<file path="config.mk">
export PLATFORM = sky130hd
export DESIGN_NAME = sseg_scan_ctrl
export DESIGN_NICKNAME = d
export VERILOG_FILES = /design/src/rtl/sseg_pkg.sv /design/src/rtl/sseg_tick_gen.sv /design/src/rtl/sseg_scan_ctrl.sv
export SDC_FILE = /design/constraint.sdc
export NUM_CORES = 1
export LEC_CHECK = 0
export BUFFER_PORTS_ARGS = -buffer_cell sky130_fd_sc_hd__buf_2
export CAP_MARGIN = 20
export CORE_AREA = 2 2 148 150
export DETAILED_ROUTE_END_ITERATION = 16
export DIE_AREA = 0 0 150 152
export SKIP_CTS_REPAIR_TIMING = 1
export SLEW_MARGIN = 20
export SYNTH_ARGS = -nofsm -noshare
export SYNTH_HDL_FRONTEND = slang
export SYNTH_HIERARCHICAL = 1
export SYNTH_SLANG_ARGS = --single-unit
</file>
<file path="constraint.sdc">
create_clock -name clk -period 5.15 [get_ports clk]
set_input_delay 0.515 -clock clk [delete_from_list [all_inputs] [get_ports clk]]
set_output_delay 0.515 -clock clk [all_outputs]
set_load 0.02 [all_outputs]
</file>
<file path="src/rtl/sseg_pkg.sv">
`default_nettype none
// ============================================================================
// Module      : sseg_pkg
// Description : Shared types and constants for the 8-digit seven-segment
//               scan controller. Holds the scan FSM state type, the frame
//               geometry, the blank segment pattern and a helper that turns
//               a digit index into an active-low anode select.
// Ports       : none (package)
// Revision    : 1.0 - initial release
// ============================================================================
package sseg_pkg;

  typedef enum logic [1:0] {
    GUARD = 2'd0,
    ON    = 2'd1,
    OFF   = 2'd2
  } scan_state_t;

  localparam int         NUM_DIG        = 8;
  localparam int         TICKS_PER_SLOT = 16;
  localparam logic [7:0] BLANK_PAT      = 8'hFF;

  // Active-low one-hot anode select for digit idx.
  function automatic logic [7:0] dig_an(input logic [2:0] idx);
    dig_an = ~(8'd1 << idx);
  endfunction

endpackage
`default_nettype wire

</file>
<file path="src/rtl/sseg_tick_gen.sv">
`default_nettype none
// ============================================================================
// Module      : sseg_tick_gen
// Description : Free-running prescaler. Emits a one-cycle strobe on the last
//               cycle of every TICK_CYC-cycle period. Synchronous reset
//               restarts the period at count 0.
// Ports       : clk    - clock, rising edge
//               rst    - synchronous active-high reset
//               tick_o - one-cycle strobe, high on the last cycle of a tick
// Revision    : 1.0 - initial release
// ============================================================================
module sseg_tick_gen #(
  parameter int TICK_CYC = 3125
) (
  input  logic clk,
  input  logic rst,
  output logic tick_o
);

  localparam int            CW   = (TICK_CYC > 2) ? $clog2(TICK_CYC) : 1;
  localparam logic [CW-1:0] LAST = CW'(TICK_CYC - 1);

  logic [CW-1:0] cnt_q;
  logic [CW-1:0] cnt_d;

  assign tick_o = (cnt_q == LAST);

  always_comb begin
    cnt_d = tick_o ? '0 : cnt_q + 1'b1;
  end

  always_ff @(posedge clk) begin
    if (rst) begin
      cnt_q <= '0;
    end else begin
      cnt_q <= cnt_d;
    end
  end

endmodule
`default_nettype wire

</file>
<file path="src/rtl/sseg_scan_ctrl.sv">
`default_nettype none
// ============================================================================
// Module      : sseg_scan_ctrl
// Description : Time-multiplexed scan controller for an 8-digit, common-anode
//               seven-segment display with per-digit enable and 16-step
//               brightness. A frame is 8 slots (one per digit), a slot is 16
//               ticks. Each slot opens with a one-tick guard, then `bright`
//               on-ticks, then off-ticks. Digit patterns are written into a
//               shadow bank and copied to the live bank at each frame
//               boundary so a frame never shows a mix of old and new data.
// Ports       : clk        - clock, rising edge
//               rst        - synchronous active-high reset
//               wr_valid   - write request
//               wr_ready   - write accepted this cycle (low in commit cycle)
//               wr_addr    - digit index written
//               wr_data    - active-low segment pattern {dp,g..a}
//               digit_en   - per-digit enable, 0 blanks the digit
//               bright     - on-ticks per slot (0..15)
//               an         - active-low anode drive (registered)
//               sseg       - active-low segment drive (registered)
//               frame_tick - one-cycle pulse on the last cycle of slot 7
// Revision    : 1.0 - initial release
// ============================================================================
module sseg_scan_ctrl
  import sseg_pkg::*;
#(
  parameter int TICK_CYC = 3125,
  parameter int NUM_DIG  = 8
) (
  input  logic       clk,
  input  logic       rst,
  input  logic       wr_valid,
  output logic       wr_ready,
  input  logic [2:0] wr_addr,
  input  logic [7:0] wr_data,
  input  logic [7:0] digit_en,
  input  logic [3:0] bright,
  output logic [7:0] an,
  output logic [7:0] sseg,
  output logic       frame_tick
);

  localparam logic [3:0] LAST_TICK = 4'(TICKS_PER_SLOT - 1);
  localparam logic [2:0] LAST_DIG  = 3'(NUM_DIG - 1);

  logic        tick;
  logic        slot_end;
  logic        wr_fire;

  scan_state_t state_q, state_d;
  logic [3:0]  tick_idx_q, tick_idx_d;
  logic [2:0]  dig_idx_q, dig_idx_d;
  logic        slot_start_q;
  logic [3:0]  bright_l_q;
  logic        en_l_q;
  logic [7:0]  an_q, an_d;
  logic [7:0]  sseg_q, sseg_d;
  logic [7:0]  shadow_q [NUM_DIG];
  logic [7:0]  live_q   [NUM_DIG];

  sseg_tick_gen #(
    .TICK_CYC (TICK_CYC)
  ) u_tick_gen (
    .clk    (clk),
    .rst    (rst),
    .tick_o (tick)
  );

  assign slot_end   = tick && (tick_idx_q == LAST_TICK);
  assign frame_tick = slot_end && (dig_idx_q == LAST_DIG);
  // The commit cycle owns the shadow bank; a write offered then simply waits.
  assign wr_ready   = !frame_tick;
  assign wr_fire    = wr_valid && wr_ready;

  assign an   = an_q;
  assign sseg = sseg_q;

  always_comb begin
    tick_idx_d = tick ? tick_idx_q + 4'd1 : tick_idx_q;
    dig_idx_d  = slot_end ? dig_idx_q + 3'd1 : dig_idx_q;
  end

  // Phase boundaries always fall on tick strobes. The ON phase ends after
  // tick bright_l; a full-brightness slot skips OFF and goes straight back
  // to GUARD for the next slot.
  always_comb begin
    state_d = state_q;
    if (tick) begin
      case (state_q)
        GUARD:   state_d = (bright_l_q == 4'd0) ? OFF : ON;
        ON: begin
          if (tick_idx_q == bright_l_q) begin
            state_d = (bright_l_q == LAST_TICK) ? GUARD : OFF;
          end
        end
        OFF: begin
          if (tick_idx_q == LAST_TICK) begin
            state_d = GUARD;
          end
        end
        default: state_d = GUARD;
      endcase
    end
  end

  always_comb begin
    an_d   = BLANK_PAT;
    sseg_d = BLANK_PAT;
    if ((state_q == ON) && en_l_q) begin
      an_d   = dig_an(dig_idx_q);
      sseg_d = live_q[dig_idx_q];
    end
  end

  always_ff @(posedge clk) begin
    if (rst) begin
      state_q      <= GUARD;
      tick_idx_q   <= 4'd0;
      dig_idx_q    <= 3'd0;
      // First cycle after reset is the first cycle of slot 0's guard tick.
      slot_start_q <= 1'b1;
      bright_l_q   <= 4'd0;
      en_l_q       <= 1'b0;
      an_q         <= BLANK_PAT;
      sseg_q       <= BLANK_PAT;
      for (int i = 0; i < NUM_DIG; i++) begin
        shadow_q[i] <= BLANK_PAT;
        live_q[i]   <= BLANK_PAT;
      end
    end else begin
      state_q      <= state_d;
      tick_idx_q   <= tick_idx_d;
      dig_idx_q    <= dig_idx_d;
      slot_start_q <= slot_end;
      an_q         <= an_d;
      sseg_q       <= sseg_d;

      // Slot settings are sampled once, so mid-slot changes wait a slot.
      if (slot_start_q) begin
        bright_l_q <= bright;
        en_l_q     <= digit_en[dig_idx_q];
      end

      if (frame_tick) begin
        for (int i = 0; i < NUM_DIG; i++) begin
          live_q[i] <= shadow_q[i];
        end
      end

      if (wr_fire) begin
        shadow_q[wr_addr] <= wr_data;
      end
    end
  end

endmodule
`default_nettype wire

</file>
* Yosys cells after proc, flatten, opt, wreduce, memory -nomap -nowiden *
Memory sizes are Yosys's and may differ from the RTL's. A register that Yosys moved wholly into a read port is not among the register bits.
Cells that the tools add are included.

storage, ports and cells
  output and inout port bits = 18
  input bits = 26
  bits in writable memories = 128
  logic and storage cells = 71
  bits in registers = 35
  memories = 2

operators by class
  muxes and demuxes = 26
  reductions and logical operators = 11
  shifts and indexed selects = 1
  bitwise gates (word level) = 10
  add/sub/neg operators = 3
  equal/unequal tests = 9
  magnitude comparators = 1

memory list
  name      words  bits a word  read ports  clocked after Yosys merged registers in  wr ports  line                  source
  live_q    8      8            1           1                                        8         sseg_scan_ctrl.sv:59  logic [7:0] live_q [NUM_DIG];
  shadow_q  8      8            8           0                                        8         sseg_scan_ctrl.sv:58  logic [7:0] shadow_q [NUM_DIG];

operators by type and width
  kind                     count
  $mux W8                  9
  $add A12 B1 Y12 const B  1
  $eq A12 B12 Y1 const B   1
  $mux W1                  10
  $eq A4 B4 Y1 const B     2
  $mux W2                  4
  $not A8 Y8               1
  $or A1 B1 Y1             8
  $reduce_or A8 Y1         1
  $shl A1 B3 Y8 const A    1
  $pmux W2 S3              1
  $add A4 B1 Y4 const B    1
  $eq A4 B4 Y1             1
  $logic_and A1 B1 Y1      4
  $logic_not A4 Y1         1
  $lt A3 B4 Y1 const B     1
  $ne A2 B2 Y1 const B     2
  $reduce_or A2 Y1         2
  $add A3 B1 Y3 const B    1
  $bmux W1 S3              1
  $eq A3 B3 Y1 const B     1
  $mux W3                  1
  $reduce_and A3 Y1        1
  $eq A2 B1 Y1 const B     1
  other kinds (4)          4

* Longest topological paths before layout *
Gate-level depths: netlist of run 1.

  depth in word-level cells = 10
  mapped depth = 10
  mapped depth without buffers = 7

* Modules after synthesis *
Netlist of run 1, hierarchy kept.

modules (own cells, without submodules)
  module          times used  sequential area each (µm²)  area each (µm²)  cells an instance
  sseg_scan_ctrl  1           4464.3                      6700.2           447
  sseg_tick_gen   1           240.2                       574.3            63

* Worst setup path after synthesis of run 1 *
OpenSTA, ideal clock, no wires.

  path kind = register -> register
  from = register u_tick_gen.cnt_q[0]
  to = memory live_q[0][0], enable pin
  data arrival time = 3.529 ns
  library setup time = 0.433 ns
  stages on the path, launching flop included = 11
  required time = 4.717 ns
  path slack = 1.188 ns
  cells stage by stage = dfxtp_1 > inv_1 > ha_1 > or2b_2 > nor4_1 > buf_6 > and4_4 > buf_6 > buf_6 > nand2_1 > nand2b_1

RTL lines
  what                    line                  source
  from (decl)             sseg_tick_gen.sv:23   logic [CW-1:0] cnt_q;
  from (signal assigned)  sseg_tick_gen.sv:36   cnt_q <= cnt_d;
  to (decl)               sseg_scan_ctrl.sv:59

==> out/metrics.yaml, run 1 <==
outcome: "finished clean"
seq_power_share_pct: 54.1
crit_end: "live_q[4][1]$_SDFFCE_PN1P_"
htreeDepth: 4
routed_via_density: 4.58
max-cap-violations: 0
fin_tns_setup_ps: 0
cp_data_required_time_ps: 5250
rows: 54
yosysWarnings: 6
cts_root_buf: "clkbuf_16"
worstMarginPinSlew_ps: 956
setup_viol: 0
finalWirelength_mm: 13.2
io_pins: 44
fin_nets: 591
finalMaxSlewViolations: 0
clock.fmax_ghz: 0.294
finalHoldViolations: 0
power_switching_mw: 0.609
worst-setup-path-type: "flip-flop to flip-flop"
reg2reg_slack_ps: 1750
die_w_um: 150
synth_area_um2: 7270
path_clk_slew_ps: 60
combPwrFrac_pct: 3.5
ir_drop_mv: 0.222
cp-startpoint: "u_tick_gen/cnt_q[0]$_SDFF_PP0_"
area_growth_pct: 14.6
syn_inst: 510
drt_first_pass_iters: 4
pre_cts_ws_ps: 1710
rsz0062_at_grt: "no"
min_path_type: "input port to flip-flop"
p_int_mw: 2.24
max-slew-margin-rel_pct: 36.2
avgRoutedWirePerCell_um: 15.6
hpwl_mm: 9.60
ant_nets: 0
numClockSinks: 171
drt_iter0_drc: 195
start_util_pct: 34.1
grt-ovfl-total: 0
r2r-end: "live_q[4][1]$_SDFFCE_PN1P_"
grt_max_degree: 49
swShare_pct: 21.4
power_frac_clock_pct: 42.5
ys.flop_type: "edfxtp_1"
route.detailed.drc: 0
die_h_um: 152
end_kind: "flip-flop"
synth_enable_flop_cells: 128
vias: 3885
avgSynthCellArea_um2: 14.3
synth.distinct_cells: 46
p_per_area_nw_per_um2: 342
timing.final.crit_share_pct: 66.1
layout-drive-gt1-share_pct: 23.7
synth_fp_nets: 545
seq_area_frac_synth_pct: 64.7
period_needed_ps: 3400
post-route-util_pct: 39.0
cts.path.max_buffers: 2
async_flop_share_pct: 0
core_area_um2: 21400
grt_usage_pct: 12.5
place_congestion: 0.751
cts_tree: "done"
synth-seq-cells: 171
critPathArrivalTime_ps: 3500
startpoint_type: "flip-flop"
grt_pass1_vias: 3961
clock_latency_ps: 420
cts_made_buffers: 17
fin_skew_ps: 7.86
antenna_cells: 0
power.leakage_nw: 2.53
reg2reg_from: "u_tick_gen/cnt_q[0]$_SDFF_PP0_"
antenna_found_initial: 0
die-area_um2: 22800
grt_pass1_wl_mm: 21.7
port_buffers: 43
path_max_fanout: 41
fin_ws_ps: 1750
r2r_cells: 9
## Yosys cell counts (8+ instances only)
master     number  area share [%]
a2111oi_4       8             3.0
nor2_1         16            0.83
dfxtp_1        43              12
mux4_2         18             5.6
ha_1            9             1.5
a21oi_1         9            0.62
edfxtp_1      128              53
clkbuf_1       13            0.67
nand2_1        31             1.6
or2_2          22             1.9
nand2b_1      108             9.3
nand3_1        15             1.0
inv_1          10            0.52
## cell type report
| type | instances | area [um2] |
|---|---|---|
| Clock inverter | 15 | 138 |
| Multi-Input combinational cell | 306 | 2420 |
| Inverter | 11 | 41.3 |
| Tap cell | 280 | 350 |
| Sequential cell | 171 | 4700 |
| Timing Repair Buffer | 49 | 260 |
| Fill cell | 1995 | 13000 |
| Clock buffer | 17 | 425 |
## critical path: stages, from the launching register on
cell	delay (ps)
dfxtp_1	350
inv_1	70
ha_1	120
or2b_2	320
nor4_1	260
buf_4	220
and4_4	460
nand2_1	160
nand2b_2	670
buf_4	430
## registers in the layout (all words and copies together) (netlist names)
signal	flops
u_tick_gen/cnt_q	12
state_q	2
shadow_q	64
en_l_q	1
dig_idx_q	3
tick_idx_q	4
live_q	64
slot_start_q	1
bright_l_q	4
sseg	8
an	8
## routing by layer
layer,vias to the layer above,global-route usage (%),routed length [um]
met5,-,0,0
met4,0,4.09,225
met3,16,3.84,714
met2,84,18.4,6050
met1,1853,17.6,6220
li1,1932,-,-
## logic make-up after synthesis
| family | count (synthesis) | share of synthesized area [%] |
|---|---|---|
| flip-flops | 171 | 64.7 |
| adder cells (fa/ha/maj) | 9 | 1.55 |
| AND/OR/NAND/NOR | 228 | 18.3 |
| buffers and inverters | 33 | 2.20 |
| multiplexers | 23 | 6.26 |
| AO/OA/AOI/OAI | 36 | 5.85 |
| XOR/XNOR | 10 | 1.20 |
## power groups by stage
stage,Sequential [mW],Clock [mW],Combinational [mW]
global placement,1.57,0,0.0981
detailed placement,1.57,0,0.0998
floorplan,1.56,0,0.0681
finish,1.54,1.21,0.0984
global route,1.54,1.30,0.108
CTS,1.54,1.24,0.100
## layout by cell type (no fill, tap or decap), drive strengths merged, types with 2 or more instances in the layout
cell / n
nand3b: 2
a2111oi: 9
edfxtp: 128
nand4: 5
or3: 6
dfxtp: 43
mux2i: 5
nor2: 16
mux4: 18
nor4: 2
nand3: 16
nand2b: 108
buf: 49
nand2: 31
inv: 17
o31ai: 3
or2b: 8
a311oi: 2
clkbuf: 17
a211oi: 2
o41ai: 2
xor2: 7
ha: 9
or2: 24
a21oi: 9
clkinvlp: 2
xnor2: 3
clkinv: 6
or4: 3
a21boi: 2
o21ai: 4
## per-stage QoR
step	hold WS [ps]	cell area [um2]	power, mW	instances
after floorplan	441	7270	1.63	510
after CTS	322	8340	2.88	849
final	339	8340	2.85	849
after detailed placement	482	7770	1.67	817
after global routing	320	8340	2.95	849
after global placement	457	7770	1.67	817
## worst min-delay path by stage
stage                                               start                               to  slack [ps]  cells after the start
after floorplan            u_tick_gen/cnt_q[0]$_SDFF_PP0_   u_tick_gen/cnt_q[0]$_SDFF_PP0_         440                      1
after global placement     u_tick_gen/cnt_q[0]$_SDFF_PP0_   u_tick_gen/cnt_q[0]$_SDFF_PP0_         460                      1
after detailed placement  u_tick_gen/cnt_q[11]$_SDFF_PP0_  u_tick_gen/cnt_q[11]$_SDFF_PP0_         480                      2
after CTS                                       bright[0]       bright_l_q[0]$_SDFFE_PP0P_         320                      3
after global routing                            bright[3]       bright_l_q[3]$_SDFFE_PP0P_         320                      3
final                                           bright[0]       bright_l_q[0]$_SDFFE_PP0P_         340                      3
Note: power is estimated with default switching activity, not from simulation.
==> run 2: changes to the inputs <==
==> constraint.sdc (replaced) <==
create_clock -name clk -period 3.51 [get_ports clk]
set_input_delay 0.351 -clock clk [delete_from_list [all_inputs] [get_ports clk]]
set_output_delay 0.351 -clock clk [all_outputs]
set_load 0.02 [all_outputs]
==> out/metrics.yaml, run 2 (synthesis results as in run 1) <==
layout_commonest_cell: "edfxtp_1"
grt_usage_pct: 13.2
io_pins: 44
p_per_area_nw_per_um2: 516
wl_met1_mm: 6.80
outcome: "finished clean"
hp-start: "bright[2]"
vias: 4041
fin_skew_ps: 9.50
reg_top3: "live_q x64, shadow_q x64, u_tick_gen/cnt_q x12"
hpwl_mm: 10.1
r2r_cells: 8
critPathMostFrequentCell: "inv_1"
regArea_um2: 4700
cp-startpoint: "u_tick_gen/cnt_q[0]$_SDFF_PP0_"
pre_cts_ws_ps: 706
cp.depth: 8
numClockSinks: 171
clock_latency_ps: 430
max-slew-margin-rel_pct: 48.6
cts_root_buf: "clkbuf_16"
max-cap-violations: 0
grt-ovfl-total: 0
start_util_pct: 34.1
rsz0062_at_grt: "no"
die_h_um: 152
cts.path.max_buffers: 2
min_path_type: "input port to flip-flop"
seq_power_share_pct: 52.2
worst-path-buf-inv: 3
die-area_um2: 22800
top_layer: "met4"
grt_pass1_vias: 4105
antenna_cells: 0
core_area_um2: 21400
reg2reg_from: "u_tick_gen/cnt_q[0]$_SDFF_PP0_"
multi_input_area_um2: 2420
wl_met3_um: 547
ant_nets: 0
cpMaxStageDelayCell: "and4_4"
ir_drop_mv: 0.296
drt_iter0_drc: 349
critPathTopFamily: "simple AND/OR/NAND/NOR gates"
place_congestion: 0.767
area_growth_pct: 15.7
p_int_mw: 3.43
fin_area_um2: 8420
dp_cells: 820
crit_chain: "inv_1, ha_1, or2b_2, nor4_1, and4_4, nand2_1, inv_1, buf_2"
min_path_cells: 3
dpl_cell_area_um2: 7810
combPwrFrac_pct: 3.5
max_stage_delay_ps: 540
grt_pass1_wl_mm: 22.8
most-common-layout-cells: "edfxtp_1 (128), nand2b_1 (107), dfxtp_1 (43), buf_2 (43), nand2_1 (31)"
die_w_um: 150
fin_tns_setup_ps: 0
critPathArrivalTime_ps: 2660
power_frac_clock_pct: 44.3
cp_data_required_time_ps: 3160
setup_viol: 0
power_switching_mw: 0.910
clock.fmax_ghz: 0.332
drt_first_pass_iters: 4
finalMaxSlewViolations: 0
wl_met2_mm: 6.80
power.leakage_nw: 2.57
route.detailed.drc: 0
grt_max_degree: 49
fin_ws_ps: 496
path_max_fanout: 16
timing.final.crit_share_pct: 85.9
layout-drive-gt1-share_pct: 24.5
finalWirelength_mm: 14.3
port_buffers: 43
period_needed_ps: 3010
num-fill-cells: 2000
htreeDepth: 4
swShare_pct: 21.0
avgRoutedWirePerCell_um: 16.8
rows: 54
power.total_mw: 4.34
end_kind: "primary output"
finalHoldViolations: 0
worst-setup-path-type: "flip-flop to primary output"
cts_tree: "done"
cts_made_buffers: 17
routed_via_density: 4.74
fin_nets: 594
antenna_found_initial: 0
path_clk_slew_ps: 60
startpoint_type: "flip-flop"
final_cells: 852
worstMarginPinSlew_ps: 771
run 2: changes by cell type in the layout (fill, tap and decap cells not counted), sizes merged:
cell      before  now
bufinv         1    3
buf           49   52
clkinvlp       2    1
inv           17   16
run 2: power groups by stage:
stage	combinational [mW]	sequential [mW]	clock (mW)
after CTS	0.152	2.27	1.95
after detailed placement	0.151	2.31	0
final	0.150	2.27	1.92
after floorplan	0.100	2.29	0
after global routing	0.163	2.27	2.05
after global placement	0.146	2.31	0
run 2: worst register-to-register path, stage by stage (launching register included):
cell and delay (ps):
dfxtp_1 350, inv_1 70, ha_1 140, or2b_2 330, nor4_1 380, and4_4 540
nand2_1 180, nand2b_2 110, buf_4 370
run 2: final cells by class:
class | instances | area share [%]
sequential | 171 | 55.9
clock inverter | 15 | 2.20
multi-input combinational | 306 | 28.7
timing repair buffer | 52 | 3.51
clock buffer | 17 | 5.05
inverter | 11 | 0.490
tap | 280 | 4.16
run 2: final timing paths:
kind / slack (ps) / to
min: 170 / bright_l_q[2]$_SDFFE_PP0P_
min reg2reg: 490 / u_tick_gen/cnt_q[0]$_SDFF_PP0_
max reg2reg: 700 / live_q[7][2]$_SDFFCE_PP1P_
max: 500 / frame_tick
run 2: metrics by stage:
step / utilization (%) / hold slack [ps]
after CTS: 39.4 / 169
after global placement: 36.6 / 457
after floorplan: - / 441
after detailed placement: 36.6 / 485
final: 39.4 / 169
after global routing: 39.4 / 179
run 2: metal layers:
metal,vias up,track usage (%)
met5,-,0
met4,0,4.31
met3,15,2.82
met2,90,20.9
met1,1996,18.2
li1,1940,-
==> run 3: changes to the inputs <==
--- a/config.mk
+++ b/config.mk
@@ -7,9 +7,9 @@
 export LEC_CHECK = 0
 export BUFFER_PORTS_ARGS = -buffer_cell sky130_fd_sc_hd__buf_2
 export CAP_MARGIN = 20
-export CORE_AREA = 2 2 148 150
+export CORE_AREA = 4 4 150 152
 export DETAILED_ROUTE_END_ITERATION = 16
-export DIE_AREA = 0 0 150 152
+export DIE_AREA = 0 0 154 156
 export SKIP_CTS_REPAIR_TIMING = 1
 export SLEW_MARGIN = 20
 export SYNTH_ARGS = -nofsm -noshare
==> out/metrics.yaml, run 3 (synthesis results as in run 1) <==
pre_cts_ws_ps: 758
grt_pass1_vias: 4143
worstMarginPinSlew_ps: 713
die-area_um2: 24000
cts.path.max_buffers: 2
fin_ws_ps: 740
finalWirelength_mm: 14.5
max-cap-violations: 0
ir_drop_mv: 0.255
start_util_pct: 34.6
critPathArrivalTime_ps: 2870
most-common-layout-cells: "edfxtp_1 (128), nand2b_1 (107), dfxtp_1 (43), buf_2 (43), nand2_1 (31)"
outcome: "finished clean"
power.leakage_nw: 2.57
htreeDepth: 4
period_needed_ps: 2770
clock.fmax_ghz: 0.361
layout_commonest_cell: "edfxtp_1"
io_pins: 44
drt_iter0_drc: 335
crit_chain: "inv_1, ha_1, or2b_2, nor4_1, buf_4, and4_4, buf_4, a2111oi_4, or2_1"
final_cells: 848
timing.final.crit_share_pct: 78.9
hpwl_mm: 10.5
multi_input_area_um2: 2420
drt_first_pass_iters: 4
cpMaxStageDelayCell: "a2111oi_4"
worst-path-buf-inv: 3
antenna_cells: 0
cts_root_buf: "clkbuf_16"
die_h_um: 156
routed_via_density: 4.71
num-fill-cells: 1930
avgRoutedWirePerCell_um: 17.1
path_max_fanout: 9
place_congestion: 0.790
fin_skew_ps: 9.26
end_kind: "flip-flop"
p_per_area_nw_per_um2: 503
regArea_um2: 4700
numClockSinks: 171
grt_usage_pct: 12.6
max-slew-margin-rel_pct: 52.3
startpoint_type: "flip-flop"
antenna_found_initial: 1
layout-drive-gt1-share_pct: 24.4
cts_tree: "done"
path_clk_slew_ps: 70
min_path_type: "input port to flip-flop"
ant_nets: 0
grt_max_degree: 38
max_stage_delay_ps: 590
rows: 53
post-route-util_pct: 40.0
port_buffers: 43
finalMaxSlewViolations: 0
grt_pass1_wl_mm: 23.2
worst-setup-path-type: "flip-flop to flip-flop"
finalHoldViolations: 0
rsz0062_at_grt: "no"
cp_data_required_time_ps: 3610
setup_viol: 0
critPathTopFamily: "simple AND/OR/NAND/NOR gates"
reg_top3: "live_q x64, shadow_q x64, u_tick_gen/cnt_q x12"
dp_cells: 816
grt-ovfl-total: 0
core_area_um2: 21000
critPathMostFrequentCell: "buf_4"
die_w_um: 154
route.detailed.drc: 0
area_growth_pct: 15.5
vias: 3994
cts_made_buffers: 17
fin_nets: 595
clock_latency_ps: 430
fin_tns_setup_ps: 0
run 3: area by class of cell:
cell class	count	area share, %
sequential	171	56.0
tap	275	4.09
clock buffer	18	5.11
clock inverter	14	1.82
timing repair buffer	53	3.75
multi-input combinational	306	28.8
inverter	11	0.491
run 3: worst register-to-register path: stages, from the launching register on:
cell	delay, ps
dfxtp_1	400
inv_1	60
ha_1	180
or2b_2	180
nor4_1	50
buf_4	170
and4_4	200
buf_4	220
a2111oi_4	600
or2_1	360
run 3: path summary, 6_finish.rpt:
| check | from | end | slack (ps) | cells past startpoint |
|---|---|---|---|---|
| worst max register to register | u_tick_gen/cnt_q[0]$_SDFF_PP0_ | shadow_q[4][1]$_SDFFCE_PN1P_ | 740 | 9 |
| worst min register to register | u_tick_gen/cnt_q[10]$_SDFF_PP0_ | u_tick_gen/cnt_q[10]$_SDFF_PP0_ | 500 | 2 |
| worst min-delay path | bright[2] | bright_l_q[2]$_SDFFE_PP0P_ | 170 | 3 |
| worst max-delay path | u_tick_gen/cnt_q[0]$_SDFF_PP0_ | shadow_q[4][1]$_SDFFCE_PN1P_ | 740 | 9 |
run 3: routing by layer:
metal / track usage [%] / vias to the layer above / routed length, um
met2: 18.4 / 104 / 6400
met5: 0 / - / 0
li1: - / 1939 / -
met4: 5.38 / 0 / 250
met3: 3.05 / 15 / 900
met1: 18.0 / 1936 / 6950
run 3: report_power, final:
group	switching (mW)	internal (mW)	leakage [nW]
sequential	0.0319	2.23	1.46
clock	0.854	0.952	0.280
combinational	0.0884	0.0649	0.825
total	0.974	3.25	2.57
run 3: stage by stage:
stage | instance area (um2) | hold slack, ps | total power [mW]
final | 8400 | 169 | 4.23
after global routing | 8400 | 174 | 4.37
after CTS | 8400 | 147 | 4.26
after detailed placement | 7820 | 485 | 2.47
after global placement | 7820 | 456 | 2.46
after floorplan | 7280 | 441 | 2.39
